### src/rtl/aximm_csr_pkg.sv
// Shared register offsets, FSM state type and bit positions for the AXI-MM AIB CSR responder.
// The optional delay registers are enabled by defining AXIMM_CSR_DELAY_EN.
package aximm_csr_pkg;

  localparam logic [15:0] REG_MM_WR_CFG_ADDR     = 16'h1000;
  localparam logic [15:0] REG_MM_XFER_ADDR_ADDR  = 16'h1004;
  localparam logic [15:0] REG_MM_BUS_STS_ADDR    = 16'h1008;
  localparam logic [15:0] REG_MM_LINKUP_STS_ADDR = 16'h100C;
  localparam logic [15:0] REG_MM_RD_CFG_ADDR     = 16'h1010;
  localparam logic [15:0] REG_MM_DELAY_X_ADDR    = 16'h2000;
  localparam logic [15:0] REG_MM_DELAY_Y_ADDR    = 16'h2004;
  localparam logic [15:0] REG_MM_DELAY_Z_ADDR    = 16'h2008;

  // Capture window 0x4000-0x403F: addr[5:4] picks the beat, addr[3:2] the 32-bit slice
  localparam logic [9:0] REG_MM_CAPTURE_PAGE = 10'h100;
  localparam logic [1:0] CAP_DOUT_FIRST      = 2'd0;
  localparam logic [1:0] CAP_DOUT_LAST       = 2'd1;
  localparam logic [1:0] CAP_DIN_FIRST       = 2'd2;
  localparam logic [1:0] CAP_DIN_LAST        = 2'd3;

  localparam int BUS_STS_WR_DONE_BIT = 4;
  localparam int BUS_STS_RD_DONE_BIT = 5;

  localparam int          CFG_GO_BIT  = 2;
  localparam logic [31:0] CFG_GO_MASK = 32'h1 << CFG_GO_BIT;

  typedef enum logic [1:0] {
    ST_IDLE = 2'd0,
    ST_RESP = 2'd1,
    ST_HOLD = 2'd2
  } csr_state_t;

  function automatic logic [31:0] slice_word(input logic [127:0] beat, input logic [1:0] idx);
    return beat[idx*32 +: 32];
  endfunction

endpackage

### src/rtl/aximm_csr_rdmux.sv
// Combinational read-data select for the CSR responder, including 128-bit capture slicing.
// Delay registers are only decoded when AXIMM_CSR_DELAY_EN is defined.
module aximm_csr_rdmux
  import aximm_csr_pkg::*;
#(
  parameter logic [15:0] BASE_HI = 16'h5000,
  parameter int          DLY_W   = 16
) (
  input  logic [31:0]      addr,
  input  logic [31:0]      wr_cfg,
  input  logic [31:0]      rd_cfg,
  input  logic [31:0]      xfer_addr,
  input  logic             wr_done,
  input  logic             rd_done,
  input  logic [3:0]       align_sts,
  input  logic [3:0]       link_sts,
`ifdef AXIMM_CSR_DELAY_EN
  input  logic [DLY_W-1:0] delay_x,
  input  logic [DLY_W-1:0] delay_y,
  input  logic [DLY_W-1:0] delay_z,
`endif
  input  logic [127:0]     dout_first,
  input  logic [127:0]     dout_last,
  input  logic [127:0]     din_first,
  input  logic [127:0]     din_last,
  output logic [31:0]      rdata
);

  logic [15:0] offset;
  logic        base_hit;

  assign offset   = addr[15:0];
  assign base_hit = (addr[31:16] == BASE_HI);

  // Anything not explicitly decoded, including other base pages, reads as zero
  always_comb begin
    rdata = 32'h0;
    if (base_hit) begin
      case (offset)
        REG_MM_WR_CFG_ADDR:     rdata = wr_cfg;
        REG_MM_XFER_ADDR_ADDR:  rdata = xfer_addr;
        REG_MM_BUS_STS_ADDR:    rdata = {26'b0, rd_done, wr_done, align_sts};
        REG_MM_LINKUP_STS_ADDR: rdata = {28'b0, link_sts};
        REG_MM_RD_CFG_ADDR:     rdata = rd_cfg;
`ifdef AXIMM_CSR_DELAY_EN
        REG_MM_DELAY_X_ADDR:    rdata = 32'(delay_x);
        REG_MM_DELAY_Y_ADDR:    rdata = 32'(delay_y);
        REG_MM_DELAY_Z_ADDR:    rdata = 32'(delay_z);
`endif
        default: begin
          if (offset[15:6] == REG_MM_CAPTURE_PAGE && offset[1:0] == 2'b00) begin
            case (offset[5:4])
              CAP_DOUT_FIRST: rdata = slice_word(dout_first, offset[3:2]);
              CAP_DOUT_LAST:  rdata = slice_word(dout_last,  offset[3:2]);
              CAP_DIN_FIRST:  rdata = slice_word(din_first,  offset[3:2]);
              default:        rdata = slice_word(din_last,   offset[3:2]);
            endcase
          end
        end
      endcase
    end
  end

endmodule

### src/rtl/aximm_csr_slave.sv
// AVMM control/status responder: config/delay registers, start pulses, sticky done flags.
// Define AXIMM_CSR_DELAY_EN to make DELAY_X/Y/Z writable; otherwise they are fixed constants.
module aximm_csr_slave
  import aximm_csr_pkg::*;
#(
  parameter logic [15:0] BASE_HI = 16'h5000,
  parameter int          DLY_W   = 16
) (
  input  logic             avmm_clk,
  input  logic             avmm_rst,
  input  logic             i_wren,
  input  logic             i_rden,
  input  logic [31:0]      i_wr_addr,
  input  logic [31:0]      i_wrdata,
  input  logic [3:0]       i_link_sts,
  input  logic [3:0]       i_align_sts,
  input  logic             i_wr_done,
  input  logic             i_rd_done,
  input  logic [127:0]     i_dout_first,
  input  logic [127:0]     i_dout_last,
  input  logic [127:0]     i_din_first,
  input  logic [127:0]     i_din_last,
  output logic [31:0]      o_master_readdata,
  output logic             o_master_readdatavalid,
  output logic             o_master_waitrequest,
  output logic [31:0]      o_wr_cfg,
  output logic [31:0]      o_rd_cfg,
  output logic [31:0]      o_xfer_addr,
  output logic [DLY_W-1:0] o_delay_x,
  output logic [DLY_W-1:0] o_delay_y,
  output logic [DLY_W-1:0] o_delay_z,
  output logic             o_wr_start,
  output logic             o_rd_start
);

  csr_state_t  state;
  logic        wr_done_q;
  logic        rd_done_q;
  logic [31:0] rd_word;
  logic        base_hit;

  assign base_hit = (i_wr_addr[31:16] == BASE_HI);

  aximm_csr_rdmux #(
    .BASE_HI (BASE_HI),
    .DLY_W   (DLY_W)
  ) u_rdmux (
    .addr       (i_wr_addr),
    .wr_cfg     (o_wr_cfg),
    .rd_cfg     (o_rd_cfg),
    .xfer_addr  (o_xfer_addr),
    .wr_done    (wr_done_q),
    .rd_done    (rd_done_q),
    .align_sts  (i_align_sts),
    .link_sts   (i_link_sts),
`ifdef AXIMM_CSR_DELAY_EN
    .delay_x    (o_delay_x),
    .delay_y    (o_delay_y),
    .delay_z    (o_delay_z),
`endif
    .dout_first (i_dout_first),
    .dout_last  (i_dout_last),
    .din_first  (i_din_first),
    .din_last   (i_din_last),
    .rdata      (rd_word)
  );

`ifndef AXIMM_CSR_DELAY_EN
  assign o_delay_x = DLY_W'(12);
  assign o_delay_y = DLY_W'(32);
  assign o_delay_z = DLY_W'(6000);
`endif

  // Sticky-done updates precede the write decode so a GO clear in the same cycle overrides the set
  always_ff @(posedge avmm_clk) begin
    if (avmm_rst) begin
      state                  <= ST_IDLE;
      o_master_readdata      <= 32'h0;
      o_master_readdatavalid <= 1'b0;
      o_master_waitrequest   <= 1'b1;
      o_wr_cfg               <= 32'h0;
      o_rd_cfg               <= 32'h0;
      o_xfer_addr            <= 32'h0;
      o_wr_start             <= 1'b0;
      o_rd_start             <= 1'b0;
      wr_done_q              <= 1'b0;
      rd_done_q              <= 1'b0;
`ifdef AXIMM_CSR_DELAY_EN
      o_delay_x              <= '0;
      o_delay_y              <= '0;
      o_delay_z              <= '0;
`endif
    end else begin
      o_master_waitrequest   <= 1'b0;
      o_master_readdatavalid <= 1'b0;
      o_wr_start             <= 1'b0;
      o_rd_start             <= 1'b0;
      if (i_wr_done) wr_done_q <= 1'b1;
      if (i_rd_done) rd_done_q <= 1'b1;

      case (state)
        ST_IDLE: begin
          if (i_wren) begin
            state <= ST_RESP;
            if (base_hit) begin
              case (i_wr_addr[15:0])
                REG_MM_WR_CFG_ADDR: begin
                  o_wr_cfg <= i_wrdata & ~CFG_GO_MASK;
                  if (i_wrdata[CFG_GO_BIT]) begin
                    o_wr_start <= 1'b1;
                    wr_done_q  <= 1'b0;
                  end
                end
                REG_MM_RD_CFG_ADDR: begin
                  o_rd_cfg <= i_wrdata & ~CFG_GO_MASK;
                  if (i_wrdata[CFG_GO_BIT]) begin
                    o_rd_start <= 1'b1;
                    rd_done_q  <= 1'b0;
                  end
                end
                REG_MM_XFER_ADDR_ADDR: o_xfer_addr <= i_wrdata;
`ifdef AXIMM_CSR_DELAY_EN
                REG_MM_DELAY_X_ADDR:   o_delay_x <= i_wrdata[DLY_W-1:0];
                REG_MM_DELAY_Y_ADDR:   o_delay_y <= i_wrdata[DLY_W-1:0];
                REG_MM_DELAY_Z_ADDR:   o_delay_z <= i_wrdata[DLY_W-1:0];
`endif
                default: ;
              endcase
            end
          end else if (i_rden) begin
            state                  <= ST_RESP;
            o_master_readdata      <= rd_word;
            o_master_readdatavalid <= 1'b1;
          end
        end
        ST_RESP: state <= ST_HOLD;
        ST_HOLD: if (!i_wren && !i_rden) state <= ST_IDLE;
        default: state <= ST_IDLE;
      endcase
    end
  end

endmodule
### config.mk
export PLATFORM = sky130hd
export DESIGN_NAME = aximm_csr_slave
export DESIGN_NICKNAME = d
export VERILOG_FILES = /design/src/rtl/aximm_csr_pkg.sv /design/src/rtl/aximm_csr_rdmux.sv /design/src/rtl/aximm_csr_slave.sv
export SDC_FILE = /design/constraint.sdc
export NUM_CORES = 1
export LEC_CHECK = 0
export BUFFER_PORTS_ARGS = -buffer_cell sky130_fd_sc_hd__buf_4
export CAP_MARGIN = 20
export CORE_AREA = 2 2 298 300
export CTS_CLUSTER_DIAMETER = 60
export DETAILED_ROUTE_END_ITERATION = 6
export DIE_AREA = 0 0 300 302
export PLACE_DENSITY = 0.42
export SLEW_MARGIN = 20
export SYNTH_ARGS = -nofsm -noshare
export SYNTH_HDL_FRONTEND = slang
export SYNTH_HIERARCHICAL = 1
export SYNTH_SLANG_ARGS = --single-unit
export TNS_END_PERCENT = 30
### constraint.sdc
create_clock -name avmm_clk -period 6.5 [get_ports avmm_clk]
set_clock_uncertainty 0.05 [all_clocks]
set_input_delay 0 -clock avmm_clk [delete_from_list [all_inputs] [get_ports avmm_clk]]
set_output_delay 0 -clock avmm_clk [all_outputs]
set_load 0.05 [all_outputs]
Yosys cells after proc, flatten, opt, wreduce, memory -nomap -nowiden

Cells that the tools add are included.

Register bits: 134
Input port bits: 590
Output and inout port bits: 180

Eq/ne operators: 13
Shifts and indexed selects: 4
Multiplexer cells: 23
Bitwise operators: 5
Reductions and logical operators: 15

Operators by type and width:

| cell                 | count |
|---|---|
| $shiftx 128x8->32    | 4 |
| $pmux 32 s5          | 1 |
| $pmux 32 s3          | 1 |
| $eq 16x13->1 const B | 5 |
| $mux 32              | 2 |
| $eq 16x15->1 const B | 1 |
| $mux 1               | 15 |
| $reduce_and 4->1     | 3 |
| $eq 10x9->1 const B  | 1 |
| $reduce_or 5->1      | 2 |
| $logic_not 2->1      | 3 |
| $mux 2               | 3 |
| $pmux 2 s3           | 1 |
| $not 1->1            | 5 |
| $eq 2x1->1 const B   | 2 |
| $eq 2x2->1 const B   | 2 |
| $ne 3x3->1 const B   | 1 |
| $reduce_and 3->1     | 1 |
| $reduce_or 3->1      | 1 |
| $logic_and 1x1->1    | 2 |
| $logic_not 1->1      | 2 |
| $ne 2x2->1 const B   | 1 |
| $reduce_and 2->1     | 1 |

Longest topological paths before layout

Gate-level depths: netlist of the first run.

Depth in word-level cells: 6
Mapped depth: 12
Mapped depth without buffers: 7

By module

The synthesis of the first run kept the hierarchy.

Modules (own cells, without submodules):

| module          | instances | cells an instance | area each (µm²) |
|---|---|---|---|
| aximm_csr_rdmux | 1         | 742               | 5,738.0 |
| aximm_csr_slave | 1         | 575               | 5,636.7 |

Least setup slack after synthesis of the first run

OpenSTA, ideal clock, no wires.

Path kind: in2reg
Start: input port i_wr_addr[11]
End: register o_master_readdata[23]
Arrival time: 2,046 ps
Data required time: 6,380 ps
Setup slack: 4,334 ps
Stages: 9
Buffers on the path: 2
Path through: or4_4 -> buf_6 -> or4_1 -> buf_2 -> a221oi_2 -> o221ai_1 -> a221oi_1 -> nand2_1 -> a21oi_1

Cells in the longest elaborated chain, start to end: 5
Elaborated cells between the ends (all ways): 10

RTL lines:

| item                 | RTL line               | RTL |
|---|---|---|
| start, declared      | aximm_csr_slave.sv:13  | `input logic [31:0] i_wr_addr,` |
| $eq 10x9->1          | aximm_csr_rdmux.sv:51  | `if (offset[15:6] == REG_MM_CAPTURE_PAGE && offset[1:0] == 2'b00) begin` |
| $logic_and 1x1->1    | aximm_csr_rdmux.sv:51  |  |
| $mux 32              | aximm_csr_rdmux.sv:51  |  |
| $pmux 32 s5 (*)      | aximm_csr_rdmux.sv:39  | `case (offset)` |
| $mux 32 (*)          | aximm_csr_rdmux.sv:38  | `if (base_hit) begin` |
| net rd_word[23]      | aximm_csr_slave.sv:39  | `logic [31:0] rd_word;` |
| end signal, assigned | aximm_csr_slave.sv:132 | `o_master_readdata <= rd_word;` |
| end, declared        | aximm_csr_slave.sv:23  | `output logic [31:0] o_master_readdata,` |

Mark *: on every way through the listed nets, which the timed path passes. The rest lies on a longest branch.
A chain may end at the register's enable or synchronous reset.

Final worst setup path of the first run

Start: input port i_wr_addr[15]
End: register o_master_readdata[21]

The elaborated chain is that of the path after synthesis.

==> results.cfg, run 1 <==
[hold_path]
hp-class = in -> reg
hold_depth = 2
min_to = o_wr_start$_SDFF_PP0_
holdCritStartpoint = i_wr_addr[4]

[clocking]
clockBufferDepth = 2
cts_buffers = 17
post_cts_buffers = 0
clk-insertion-delay-late_ns = 0.49
cts-root-buf = clkbuf_16
clk_pin_slew_ns = 0.08
cts_resized = 0
cts.sinks = 134
cts_tree = yes
clock_tree.htree_level_count = 4

[yosys]
yosys_warnings = 6
syn_inst = 1317
synth_top_cell_by_area = dfxtp_1
synthArstFlopShare = 0
netlist_top_cells_area = dfxtp_1 24%, mux2i_1 13%, mux4_2 9.7%, nand2b_1 7.4%, nand2_1 4.4%
synth-edff-count = 0
synthesis.area_um2 = 11400
synth_cell_types = 63
synth_ff_type = dfxtp_1
yosysSeqAreaShare = 0.236
synth_top_area_frac = 0.236
synth_seq_cells = 134
syn_avg_cell_area_um2 = 8.64

[worst_setup_path]
r2r_slack_ns = 4.04
crit_type = in -> reg
endpoint_kind = register
worstSetupStartpointType = input port
required_ns = 6.79
r2r-end = o_rd_cfg[3]$_SDFFE_PP0P_
reg2reg_depth = 4
crit_fanout = 23
arrival_ns = 4.02
reg2reg_from = state[1]$_SDFFE_PP0P_

[die]
boundaryPins = 770
die_w_um = 300
die_h_um = 302
core_um2 = 87600
core.rowCount = 109
dieArea_um2 = 90600
initial_utilization = 0.130

[route]
vias = 14008
avgViaCountPerCell = 4.40
detail_route.wl_per_cell_um = 30.7
first_pass_iters = 7
wl_um = 97700
ant_nets = 0
drtIter0Drc = 1079
drc_errors = 0

[status]
status = complete, no violations

[grt]
antenna_found_initial = 31
overflow = 0
grt_max_degree = 103
grt_pass1_wl_um = 126000
track_usage = 0.206
grt_pass1_vias = 13994

[finish]
area_delta_synth_final_pct = 64.7
layout.cells.non_filler = 3184
final_area_um2 = 18700
final_nets = 2587
layout-drive-gt1-share = 0.449

[place]
hpwl_um = 81600
gp_congestion = 0.894
portBuffers = 719
dpl-instance-area_um2 = 17800
dp_cells = 3104

[sta]
worst_pin_slew_ns = 1.14
setup-violations-final = 0
finalSetupTns_ns = 0
hold_violations = 0
post-route-min-period_ns = 3.72
slew-limit-headroom = 0.223
maxSlewViolCount = 0
hold_ws_ns = 0.0100
rsz0062_at_grt = no
fin_crit_sh = 0.573
max_freq_mhz = 269

[pwr]
power_frac_seq = 0.315
combPwrFrac = 0.314
power_mw = 2.62
power_density_nw_per_um2 = 140
p_int_mw = 1.74
irDropWorstVdd_mv = 0.179
clkPwrFrac = 0.370
swShare = 0.336
netSwitchingPower_mw = 0.880
p_leak_nw = 7.95

[flow_run]
timing.max_cap.violations = 0
cells by family after synthesis:
logic type	count (synthesis)	synth area share
AO/OA/AOI/OAI	313	0.193
multiplexers	236	0.266
buffers and inverters	184	0.0870
flip-flops	134	0.236
AND/OR/NAND/NOR	448	0.218
other	2	0.000660
worst max-delay path, cell delays in order:
cell and delay (ns):
dlygate4sd3_1 0.53, buf_4 0.14, or4_4 0.52, nor4_4 0.91, and2_2 0.83, a41oi_1 0.64, o21a_1 0.30, nand2_1 0.06
a21oi_1 0.07
power by group through the flow:
stage          logic, mW  registers (mW)  clock network (mW)
6_report           0.824           0.827               0.971
3_3_place_gp       0.805           0.845                   0
4_1_cts            0.831           0.826                1.01
5_1_grt            0.867           0.827                1.03
2_1_floorplan      0.364           0.846                   0
3_5_place_dp       0.809           0.845                   0
how the worst max path moves through the flow:
stage | startpoint | end | slack (ns) | depth (start not counted)
after detailed placement | i_wr_addr[5] | o_master_readdata[1]$_SDFFE_PP0P_ | 2.33 | 9
final | i_wr_addr[15] | o_master_readdata[21]$_SDFFE_PP0P_ | 2.78 | 9
after global placement | i_wr_addr[5] | o_master_readdata[1]$_SDFFE_PP0P_ | 2.38 | 9
after global routing | i_wr_addr[15] | o_master_readdata[21]$_SDFFE_PP0P_ | 2.65 | 9
after floorplan | i_wr_addr[11] | o_master_readdata[23]$_SDFFE_PP0P_ | 4.33 | 9
after CTS | i_wr_addr[15] | o_master_readdata[21]$_SDFFE_PP0P_ | 2.71 | 9
synth_stat cells (16+ instances only):
library cell and count:
buf_4 56, nand2_1 134, mux2i_1 145, buf_2 35
a221oi_1 28, clkbuf_1 72, dfxtp_1 134, nor2_1 44
nand3_1 22, mux4_2 49, o22ai_1 16, o221ai_1 34
nor3_1 16, a21oi_1 77, mux2_2 42, a211oi_1 22
o21ai_0 44, nand2b_1 134
metrics by stage:
| stage | utilization | setup WS [ns] |
|---|---|---|
| after floorplan | - | 4.33 |
| after global placement | 0.203 | 2.38 |
| after detailed placement | 0.203 | 2.33 |
| after CTS | 0.214 | 2.71 |
| after global routing | 0.214 | 2.65 |
| final | 0.214 | 2.78 |
cell usage in the layout, fill, tap and decap left out, types with 7 or more instances in the layout:
cell type | synthesis | layout
o21ai_0 | 44 | 44
o22ai_1 | 16 | 16
nand3_1 | 22 | 22
a211oi_1 | 22 | 22
o211ai_1 | 13 | 13
conb_1 | 2 | 52
o21a_1 | 13 | 13
mux2i_1 | 145 | 145
a41oi_1 | 10 | 10
nand2b_1 | 134 | 134
nand4_1 | 7 | 7
clkbuf_16 | 0 | 17
a221oi_1 | 28 | 28
mux2_2 | 42 | 42
diode_2 | 0 | 9
nand2_1 | 134 | 134
a21oi_1 | 77 | 77
nand3b_1 | 7 | 7
a31oi_1 | 7 | 7
o221ai_1 | 34 | 34
mux4_2 | 49 | 49
dlygate4sd3_1 | 0 | 39
buf_4 | 56 | 747
dfxtp_1 | 134 | 134
a2111oi_1 | 0 | 7
nor2_1 | 44 | 41
nor3_1 | 16 | 16
nor4_1 | 9 | 9
and2_1 | 15 | 15
flip-flops by register name (all words and copies together) (netlist names):
name / count
o_master_readdata: 32
o_master_readdatavalid: 1
o_master_waitrequest: 1
o_rd_cfg: 31
o_rd_start: 1
o_wr_cfg: 31
o_wr_start: 1
o_xfer_addr: 32
rd_done_q: 1
state: 2
wr_done_q: 1
routing by layer:
metal / part of all wire / vias to the layer above / global-route usage / routed length [µm]
met5: 0.0014 / - / 0 / 141
met4: 0.018 / 22 / 0.0468 / 1740
met1: 0.42 / 6980 / 0.259 / 41400
met3: 0.074 / 96 / 0.0566 / 7270
met2: 0.48 / 670 / 0.349 / 47100
li1: - / 6240 / - / -
cell type report:
class                      instances  area, µm²
multi-input combinational       1049       7970
clock inverter                    15        134
fill                            9780      68800
antenna                            9       22.5
sequential                       134       2680
inverter                           7       26.3
timing repair buffer             788       6020
tap                             1165       1460
clock buffer                      17        425
timing repair:
action | 4_1_cts | 5_1_grt
setup endpoints to repair | 0 | 0
hold endpoints to repair | 101 | 0
hold buffers | 39 | 0
Power figures use the tool's default switching activity.
==> inputs of run 2 (changes only) <==
==> constraint.sdc (replaced) <==
create_clock -name avmm_clk -period 3.6 [get_ports avmm_clk]
set_clock_uncertainty 0.05 [all_clocks]
set_input_delay 0 -clock avmm_clk [delete_from_list [all_inputs] [get_ports avmm_clk]]
set_output_delay 0 -clock avmm_clk [all_outputs]
set_load 0.05 [all_outputs]
==> results.cfg, run 2 (same netlist as run 1, synthesis figures left out) <==
[route]
vias = 14233
first_pass_iters = 6
ant_nets = 0
avgViaCountPerCell = 4.41
detail_route.wl_per_cell_um = 29.7
dr_wl_met3_um = 8090
wl_met2_um = 45700
top_layer_used = met5
drc_errors = 0
drtIter0Drc = 1228
m1WireLength_um = 39800
wl_um = 95900

[clocking]
clockBufferDepth = 2
cts.sinks = 134
post_cts_buffers = 0
cts-root-buf = clkbuf_16
cts_tree = yes
clk_pin_slew_ns = 0.07
clock_tree.htree_level_count = 4
cts_buffers = 17
clk-insertion-delay-late_ns = 0.45

[sta]
setup_slack_ns = 0.376
setup-violations-final = 0
worst_pin_slew_ns = 1.16
hold_violations = 0
fin_crit_sh = 0.895
finalSetupTns_ns = 0
post-route-min-period_ns = 3.22
rsz0062_at_grt = no
hold_ws_ns = 0.0548
slew-limit-headroom = 0.227
maxSlewViolCount = 0
max_freq_mhz = 310

[die]
die_h_um = 302
core.rowCount = 109
core_um2 = 87600
boundaryPins = 770
die_w_um = 300
dieArea_um2 = 90600
initial_utilization = 0.130

[pwr]
irDropWorstVdd_mv = 0.232
power_mw = 4.75
power_density_nw_per_um2 = 249
p_leak_nw = 8.19

[grt]
grt_pass1_wl_um = 124000
track_usage = 0.201
antenna_found_initial = 33
grt_pass1_vias = 14249
overflow = 0
grt_max_degree = 76

[worst_setup_path]
worstSetupStartpointType = input port
crit_type = in -> reg
crit_fanout = 11
required_ns = 3.91
reg2reg_depth = 4
r2r-end = o_wr_cfg[18]$_SDFFE_PP0P_
reg2reg_from = state[1]$_SDFFE_PP0P_
endpoint_kind = register
r2r_slack_ns = 1.28
arrival_ns = 3.54

[finish]
area_delta_synth_final_pct = 68.1
seq_area_um2 = 2680
mostFrequentLayoutCells = 784 x buf_4, 145 x mux2i_1, 134 x nand2b_1, 134 x nand2_1, 134 x dfxtp_1
fillers = 9763
layout-drive-gt1-share = 0.459
multiInputGateArea_um2 = 7980
final_common_cell = buf_4
top_regs = o_master_readdata: 32 flops, o_xfer_addr: 32 flops
final_nets = 2628

[status]
status = complete, no violations

[flow_run]
timing.max_cap.violations = 0

[place]
gp_congestion = 0.860
portBuffers = 719
hpwl_um = 80900
pre_cts_ws_ns = 0.166

[hold_path]
min_to = o_wr_start$_SDFF_PP0_
hp-class = in -> reg
hold_depth = 4
holdCritStartpoint = i_wr_addr[14]
## run 2: worst max-delay path, cell delays in order
cell	delay, ns
dlygate4sd3_1	0.53
buf_4	0.14
or4_4	0.53
nor4_4	0.30
buf_4	0.28
o221ai_1	0.19
a2111oi_1	0.93
buf_4	0.28
o21a_1	0.12
nand2_1	0.05
a21oi_1	0.16
## run 2: worst max-delay path by stage
stage | end | depth (start not counted) | startpoint | slack [ns]
final | o_master_readdata[10]$_SDFFE_PP0P_ | 11 | i_wr_addr[15] | 0.38
after global placement | o_master_readdata[10]$_SDFFE_PP0P_ | 10 | i_wr_addr[7] | 0.25
after CTS | o_master_readdata[10]$_SDFFE_PP0P_ | 11 | i_wr_addr[15] | 0.37
after global routing | o_master_readdata[10]$_SDFFE_PP0P_ | 11 | i_wr_addr[15] | 0.27
after detailed placement | o_master_readdata[10]$_SDFFE_PP0P_ | 10 | i_wr_addr[7] | 0.17
after floorplan | o_master_readdata[23]$_SDFFE_PP0P_ | 9 | i_wr_addr[11] | 1.43
## run 2: stage by stage
step	util	area (µm²)	instances
after detailed placement	0.207	18200	3146
after CTS	0.218	19100	3216
after global placement	0.207	18100	3146
after global routing	0.218	19100	3223
final	0.218	19100	3224
after floorplan	-	11600	1367
## run 2: metal layers
metal  GRT usage  up-vias
li1            -     6317
met1       0.253     7065
met2       0.337      729
met3      0.0556       98
met4      0.0507       24
met5           0        -
## run 2: final cells by class
class | count | area share
multi-input combinational | 1049 | 0.417
clock inverter | 13 | 0.00641
sequential | 134 | 0.140
inverter | 7 | 0.00137
clock buffer | 19 | 0.0232
antenna | 8 | 0.00105
timing repair buffer | 829 | 0.334
tap | 1165 | 0.0762
## run 2: report_power, final
group          total, mW  switching, mW  internal [mW]
sequential          1.49        0.00563           1.49
combinational       1.52          0.784          0.734
clock               1.74          0.766          0.977
## run 2: repair_timing
item                                    4_1_cts  5_1_grt
endpoints found under the setup margin        0        0
hold buffers                                 38        0
gates resized for setup                       0        0
hold endpoints to repair                    101        0
==> inputs of run 3 (changes only) <==
--- a/config.mk
+++ b/config.mk
@@ -7,14 +7,13 @@
 export LEC_CHECK = 0
 export BUFFER_PORTS_ARGS = -buffer_cell sky130_fd_sc_hd__buf_4
 export CAP_MARGIN = 20
-export CORE_AREA = 2 2 298 300
+export CORE_AREA = 2 2 300 302
 export CTS_CLUSTER_DIAMETER = 60
 export DETAILED_ROUTE_END_ITERATION = 6
-export DIE_AREA = 0 0 300 302
-export PLACE_DENSITY = 0.42
+export DIE_AREA = 0 0 302 304
+export PLACE_DENSITY = 0.4
 export SLEW_MARGIN = 20
 export SYNTH_ARGS = -nofsm -noshare
 export SYNTH_HDL_FRONTEND = slang
-export SYNTH_HIERARCHICAL = 1
 export SYNTH_SLANG_ARGS = --single-unit
 export TNS_END_PERCENT = 30
==> results.cfg, run 3 <==
[die]
boundaryPins = 770
dieArea_um2 = 91800
core.rowCount = 110
initial_utilization = 0.115
die_w_um = 302
die_h_um = 304
core_um2 = 89000

[worst_setup_path]
arrival_ns = 3.60
endpoint_kind = register
crit_fanout = 33
required_ns = 3.89
crit_type = in -> reg
worstSetupStartpointType = input port

[pwr]
p_int_mw = 3.26
power_frac_seq = 0.310
clkPwrFrac = 0.377
p_leak_nw = 7.49
netSwitchingPower_mw = 1.54
combPwrFrac = 0.312
swShare = 0.321
irDropWorstVdd_mv = 0.262
power_density_nw_per_um2 = 270

[sta]
fin_crit_sh = 0.919
slew-limit-headroom = 0.304
finalSetupTns_ns = 0
setup-violations-final = 0
setup_slack_ns = 0.292
hold_violations = 0
rsz0062_at_grt = no
maxSlewViolCount = 0
hold_ws_ns = 0.0558
max_freq_mhz = 302
worst_pin_slew_ns = 1.04
post-route-min-period_ns = 3.31

[finish]
final_common_cell = buf_4
area_delta_synth_final_pct = 73.9
mostFrequentLayoutCells = 740 x buf_4, 154 x nor2_1, 134 x dfxtp_1
fillers = 9840
top_regs = o_master_readdata: 32 flops, o_xfer_addr: 32 flops
final_nets = 2283
layout.cells.non_filler = 2898
layout-drive-gt1-share = 0.539

[route]
vias = 11478
first_pass_iters = 5
detail_route.wl_per_cell_um = 26.4
wl_um = 76600
avgViaCountPerCell = 3.96
drtIter0Drc = 612
ant_nets = 0
drc_errors = 0

[yosys]
synthArstFlopShare = 0
syn_inst = 980
yosysSeqAreaShare = 0.262
syn_avg_cell_area_um2 = 10.5
synth_top_area_frac = 0.266
yosysMostFrequentCell = nor2_1
synthesis.area_um2 = 10300
synth_ff_type = dfxtp_1
synth_top_cell_by_area = mux4_2
synth_cell_types = 52
synth_seq_cells = 134
synth_common_cells = 155 x nor2_1, 134 x dfxtp_1, 121 x mux4_2
synth-edff-count = 0
yosys_warnings = 0
netlist_top_cells_area = mux4_2 27%, dfxtp_1 26%, mux2i_1 12%, nor2_1 5.7%, a22o_1 4.7%

[grt]
grt_pass1_vias = 12082
overflow = 0
grt_pass1_wl_um = 102000
antenna_found_initial = 33
grt_max_degree = 75
track_usage = 0.161

[hold_path]
hp-class = in -> reg

[clocking]
cts_hold_buf = 44
clock_tree.htree_level_count = 4
clk-insertion-delay-late_ns = 0.46
clockBufferDepth = 2
clk_pin_slew_ns = 0.08
cts_resized = 0
cts-root-buf = clkbuf_16
cts.sinks = 134
cts_tree = yes
cts_buffers = 17
post_cts_buffers = 0

[place]
hpwl_um = 65000
dp_cells = 2806
gp_congestion = 0.906
pre_cts_ws_ns = 0.647
portBuffers = 719

[flow_run]
timing.max_cap.violations = 0

[status]
status = complete, no violations
## run 3: changes by cell type after synthesis, moves of 22 or more
cell,previous run,this run
a22o_1,5,55
nand2_1,134,38
a21oi_1,77,36
a221oi_1,28,1
nand2b_1,134,1
o21ai_0,44,4
mux2_2,42,3
nor2_1,44,155
mux4_2,49,121
mux2i_1,145,118
o22a_1,0,44
nand3_1,22,0
## run 3: metrics by stage
stage,util,power (mW),cell area [µm²]
2_1_floorplan,-,2.23,10400
3_3_place_gp,0.188,3.00,16800
3_5_place_dp,0.188,3.01,16800
4_1_cts,0.200,4.89,17800
5_1_grt,0.200,5.01,17800
6_report,0.200,4.81,17800
## run 3: worst paths after layout
check	start	endpoint	slack, ns	cells past startpoint
max	i_wr_addr[0]	o_rd_cfg[21]$_SDFFE_PP0P_	0.29	10
min	i_align_sts[0]	o_master_readdata[0]$_SDFFE_PP0P_	0.06	5
max reg2reg	state[0]$_SDFFE_PP0P_	o_rd_cfg[21]$_SDFFE_PP0P_	0.93	7
min reg2reg	o_master_readdata[5]$_SDFFE_PP0P_	o_master_readdata[5]$_SDFFE_PP0P_	0.42	2
## run 3: power groups by stage
stage          registers, mW  clock network (mW)  logic [mW]
6_report                1.49                1.81        1.50
5_1_grt                 1.49                1.92        1.60
4_1_cts                 1.49                1.88        1.53
3_5_place_dp            1.52                   0        1.48
3_3_place_gp            1.52                   0        1.48
2_1_floorplan           1.53                   0       0.701
## run 3: cell families after synthesis
group	synth area share
other cells	0.000732
flops	0.262
buf+inv	0.0915
simple gates	0.109
mux	0.385
compound gates	0.152
## run 3: area by class of cell
cell class,instances,area [µm²],area share
multi-input combinational,725,6840,0.384
timing repair buffer,791,6120,0.343
sequential,134,2680,0.150
tap,1176,1470,0.0825
clock buffer,18,439,0.0246
clock inverter,14,141,0.00793
inverter,24,90.1,0.00505
antenna,16,40.0,0.00225
## run 3: routing by layer
metal  GRT usage  up-vias  part of all wire
met2       0.265      568              0.48
li1            -     5110                 -
met3      0.0530       84             0.081
met5           0        -            0.0013
met4      0.0588       14             0.032
met1       0.195     5702              0.41
## run 3: worst max-delay path, stage by stage
cell and delay (ns):
dlygate4sd3_1 0.54, buf_4 0.14, nor4_4 0.26, dlygate4sd3_1 0.68
nand4_4 0.18, nor4_4 0.24, buf_4 0.64, mux2i_1 0.26
nor2_1 0.05, dlygate4sd3_1 0.56
